<file path="config.mk">
export PLATFORM = sky130hd
export DESIGN_NAME = atctlc2axi500_onehot_wbuf
export DESIGN_NICKNAME = d
export VERILOG_FILES = /design/src/rtl/atctlc2axi500_onehot_wbuf.sv
export SDC_FILE = /design/constraint.sdc
export NUM_CORES = 1
export LEC_CHECK = 0
export BUFFER_PORTS_ARGS = -buffer_cell sky130_fd_sc_hd__buf_2
export CAP_MARGIN = 20
export CORE_AREA = 10 10 72 74
export DETAILED_ROUTE_END_ITERATION = 8
export DIE_AREA = 0 0 82 84
export PLACE_DENSITY = 0.8
export SLEW_MARGIN = 20
export SYNTH_ARGS = -nofsm -noshare
export SYNTH_HDL_FRONTEND = slang
export SYNTH_SLANG_ARGS = --single-unit
</file>
<file path="constraint.sdc">
create_clock -name aclk -period 2.4 [get_ports aclk]
set_input_delay 0.48 -clock aclk [delete_from_list [all_inputs] [get_ports aclk]]
set_output_delay 0.48 -clock aclk [all_outputs]
set_load 0.005 [all_outputs]
</file>
<file path="src/rtl/atctlc2axi500_onehot_wbuf.sv">
// Write-side entry buffer with rotating one-hot head/tail pointers feeding a one-hot read mux.
// Optional macro ATCTLC2AXI500_WBUF_FULL_PUSHPOP_EN lets a full buffer push while popping.
module atctlc2axi500_onehot_wbuf #(
    parameter int unsigned DEPTH = 4,
    parameter int unsigned W     = 8,
    parameter int unsigned CNTW  = 3
) (
    input  logic               aclk,
    input  logic               aresetn,
    input  logic               in_valid,
    output logic               in_ready,
    input  logic [W-1:0]       in_data,
    input  logic               out_pop,
    output logic               out_valid,
    output logic [DEPTH-1:0]   head_ptr,
    output logic [DEPTH-1:0]   tail_ptr,
    output logic [DEPTH*W-1:0] entry_data,
    output logic [DEPTH-1:0]   entry_valid,
    output logic [CNTW-1:0]    count,
    output logic               empty,
    output logic               full
);

    logic [DEPTH-1:0]   head_q, head_d;
    logic [DEPTH-1:0]   tail_q, tail_d;
    logic [DEPTH*W-1:0] data_q, data_d;
    logic [DEPTH-1:0]   valid_q, valid_d;
    logic [CNTW-1:0]    count_q, count_d;
    logic               empty_q, empty_d;
    logic               full_q, full_d;

    logic push;
    logic pop;

`ifdef ATCTLC2AXI500_WBUF_FULL_PUSHPOP_EN
    // Combinational out_pop -> in_ready path: a full buffer frees the head slot this cycle.
    assign in_ready = ~full_q | out_pop;
`else
    assign in_ready = ~full_q;
`endif

    assign out_valid = |(valid_q & head_q);
    assign push      = in_valid & in_ready;
    assign pop       = out_pop & out_valid;

    always_comb begin
        head_d  = head_q;
        tail_d  = tail_q;
        data_d  = data_q;
        valid_d = valid_q;
        count_d = count_q;

        for (int i = 0; i < DEPTH; i++) begin
            if (push && tail_q[i]) begin
                data_d[i*W +: W] = in_data;
            end
        end

        // Clear before set so a full push+pop onto the same slot leaves it valid.
        if (pop) begin
            valid_d = valid_d & ~head_q;
            head_d  = {head_q[DEPTH-2:0], head_q[DEPTH-1]};
        end
        if (push) begin
            valid_d = valid_d | tail_q;
            tail_d  = {tail_q[DEPTH-2:0], tail_q[DEPTH-1]};
        end

        if (push && !pop) begin
            count_d = count_q + CNTW'(1);
        end else if (pop && !push) begin
            count_d = count_q - CNTW'(1);
        end

        empty_d = (count_d == '0);
        full_d  = (count_d == CNTW'(DEPTH));
    end

    always_ff @(posedge aclk or negedge aresetn) begin
        if (!aresetn) begin
            head_q  <= DEPTH'(1);
            tail_q  <= DEPTH'(1);
            data_q  <= '0;
            valid_q <= '0;
            count_q <= '0;
            empty_q <= 1'b1;
            full_q  <= 1'b0;
        end else begin
            head_q  <= head_d;
            tail_q  <= tail_d;
            data_q  <= data_d;
            valid_q <= valid_d;
            count_q <= count_d;
            empty_q <= empty_d;
            full_q  <= full_d;
        end
    end

    assign head_ptr    = head_q;
    assign tail_ptr    = tail_q;
    assign entry_data  = data_q;
    assign entry_valid = valid_q;
    assign count       = count_q;
    assign empty       = empty_q;
    assign full        = full_q;

    a_head_onehot : assert property (@(posedge aclk) disable iff (!aresetn)
        $onehot(head_q));
    a_tail_onehot : assert property (@(posedge aclk) disable iff (!aresetn)
        $onehot(tail_q));
    a_ptr_meet : assert property (@(posedge aclk) disable iff (!aresetn)
        (head_q == tail_q) |-> (empty_q || full_q));
    a_popcount : assert property (@(posedge aclk) disable iff (!aresetn)
        CNTW'($countones(valid_q)) == count_q);
    a_count_max : assert property (@(posedge aclk) disable iff (!aresetn)
        count_q <= CNTW'(DEPTH));
    a_out_valid : assert property (@(posedge aclk) disable iff (!aresetn)
        out_valid == ~empty_q);

endmodule

</file>
==> impl_metrics.py <==
metrics = {
    "logic_synthesis": {
        "seq_area_frac_synth_pct": 63.8,
        "synthMostInstantiatedCell": "dfrtp_1",
        "syn_nets": 158,
        "synthCells": 144,
        "yosys.area.top_type": "dfrtp_1",
        "synth-edff-count": 0,
        "synth_top_area_share_pct": 59.7,
        "synth-seq-cells": 49,
        "synth_top_cells_by_area": "dfrtp_1 (60%), mux2_2 (19%), nand2_1 (7.0%)",
        "ys_warn_count": 0,
        "synth_area_per_cell_sq_um": 13.4,
        "ys_types": 24,
        "async_flop_share_pct": 100,
        "syn_area_sq_um": 1930,
        "synth_ff_type": "dfrtp_1",
        "yosys-top-cells-count": "dfrtp_1 (46), nand2_1 (36), mux2_2 (32), dfstp_2 (3), inv_1 (3)",
    },
    "run": {
        "max_cap_violations": 0,
    },
    "floorplan": {
        "boundaryPins": 63,
        "core_area_sq_um": 3860,
        "rows": 23,
        "start_util_pct": 50.0,
        "die_area_sq_um": 6890,
        "die_y_microns": 84,
        "die_w_microns": 82,
    },
    "route": {
        "drt_iter0_drc": 69,
        "drtPass1Iterations": 4,
        "routed_wl_mm": 4.26,
        "drc": 0,
        "vias": 1351,
        "wl_per_cell_microns": 16.1,
        "antenna_left": 0,
        "vias_per_cell": 5.12,
    },
    "timing": {
        "period_minus_slack_ns": 1.78,
        "setup_viol": 0,
        "drv_slew": 0,
        "max_clock_freq_ghz": 0.563,
        "max_slew_margin_pct": 61.5,
        "tns_ns": 0,
        "finalHoldViolations": 0,
        "finClkSkew_ns": 0.00939,
        "worst_slew_pin_slew_ns": 0.577,
        "fin_crit_sh_pct": 74.0,
        "rsz0062_at_grt": "false",
        "setup_slack_ns": 0.625,
    },
    "global_routing": {
        "grt_pass1_vias": 1456,
        "grt_max_degree": 26,
        "grt_antenna_before_repair": 0,
        "grt_pass1_wl_mm": 7.01,
        "grt_overflow": 0,
        "grt_usage_pct": 12.7,
    },
    "critical_path": {
        "endpoint_kind": "register",
        "startpoint_type": "register",
        "critPathArrivalTime_ns": 1.99,
        "crit_fanout": 10,
        "worstRegToRegCells": 5,
        "worstPathRequired_ns": 2.62,
        "crit_type": "register to register",
    },
    "cells_and_area": {
        "antennaDiodeCount": 0,
        "drive_gt1_share_pct": 50.5,
        "area_growth_pct": 24.1,
        "nFillCells": 343,
        "multi_input_area_sq_um": 668,
        "seq_area_sq_um": 1230,
        "final_nets": 227,
        "postLayoutCoreUtil_pct": 62.0,
    },
    "pwr": {
        "p_int_uw": 1170,
        "p_clk_share_pct": 28.6,
        "power_frac_comb_pct": 14.7,
        "switching_share_pct": 26.2,
        "power.total_uw": 1590,
        "pwr-share-seq_pct": 56.6,
        "power_density_nw_per_um2": 663,
        "p_switching_uw": 415,
        "ir_worst_vdd_uv": 531,
        "leakage_uw": 0.00143,
    },
    "cts": {
        "postCtsSetupBuffers": 0,
        "cts_root_buf": "clkbuf_8",
        "hold_buffers": 0,
        "clk_pin_slew_ns": 0.09,
        "ctsLongestPathBuffers": 2,
        "cts_made_buffers": 5,
        "cts_resized": 0,
        "cts_sinks": 49,
        "cts_tree": "yes",
        "htreeDepth": 2,
        "clock_latency_ns": 0.29,
    },
    "run_status": {
        "outcome": "completed",
    },
    "placement": {
        "routabilityCongestion": 0.760,
        "place_ws_ns": 0.598,
        "numPortBuffers": 62,
        "dp_hpwl_mm": 3.25,
    },
    "min_path": {
        "hold_path.class": "primary input to async pin",
    },
}
[power by group through the flow]
stage          clock, uW  sequential, uW  combinational [uW]
5_1_grt              502             905                 268
3_5_place_dp           0             913                 235
6_report             454             898                 234
3_3_place_gp           0             911                 227
4_1_cts              473             897                 237
2_1_floorplan          0             913                 132
[routing by layer]
metal | GRT usage [%] | part of all wire [%]
met5 | 0 | 0
met4 | 3.25 | 0.89
met3 | 5.93 | 12
met2 | 19.7 | 46
met1 | 15.4 | 41
[cell type report]
type,instances,area share [%]
clock buffer,6,3.03
sequential,49,51.4
timing repair buffer,64,14.1
tap,50,2.62
multi-input combinational,90,27.9
clock inverter,2,0.418
inverter,3,0.471
[cell families (layout without fill, tap and decap cells)]
logic type      count (synthesis)  in the layout  synth area share [%]
compound gates                 11             11                  4.28
xor+xnor                        3              3                  1.36
fa+ha+maj                       2              2                  1.30
buf+inv                         5             75                  1.56
flops                          49             49                  63.8
mux                            33             33                  19.2
simple gates                   41             41                  8.50
[worst paths after layout]
| kind | from | to | slack (ns) |
|---|---|---|---|
| max | entry_valid[1]$_DFF_PN0_ | full$_DFF_PN0_ | 0.62 |
| min | aresetn | tail_ptr[1]$_DFFE_PN0N_ | 0.17 |
| max reg2reg | entry_valid[1]$_DFF_PN0_ | full$_DFF_PN0_ | 0.62 |
| min reg2reg | tail_ptr[0]$_DFFE_PN1N_ | tail_ptr[0]$_DFFE_PN1N_ | 0.49 |
| max in group asynchronous | aresetn | empty$_DFF_PN1_ | 1.62 |
| min in group aclk | in_data[3] | entry_data[19]$_DFFE_PN0P_ | 0.45 |
[registers in the layout, summed over array words and instances (netlist names)]
name         cells
entry_valid      4
entry_data      32
count            3
full             1
head_ptr         4
empty            1
tail_ptr         4
[critical path, cell delays in order (launching register included)]
cell and delay, ns:
dfrtp_1 0.42, a22oi_2 0.23, a21bo_1 0.34, mux2i_1 0.28
xor2_1 0.24, a21boi_1 0.18
[cells in the final DEF (no fill, tap or decap), types with 2 or more instances in the layout]
| cell | n |
|---|---|
| xnor2_1 | 2 |
| nand2_1 | 36 |
| clkinv_2 | 2 |
| a22oi_2 | 2 |
| clkbuf_8 | 5 |
| mux2_2 | 32 |
| ha_1 | 2 |
| o21ai_0 | 2 |
| buf_2 | 62 |
| dfrtp_1 | 46 |
| inv_1 | 3 |
| a21oi_1 | 2 |
| dfstp_2 | 3 |
[through the flow]
step	std cells	instance area, sq um	hold WS (ns)
finish	264	2390	0.174
global route	264	2390	0.217
CTS	264	2390	0.185
detailed placement	256	2310	0.469
global placement	256	2310	0.468
floorplan	144	1930	0.184
(Power assumes the default switching activity.)
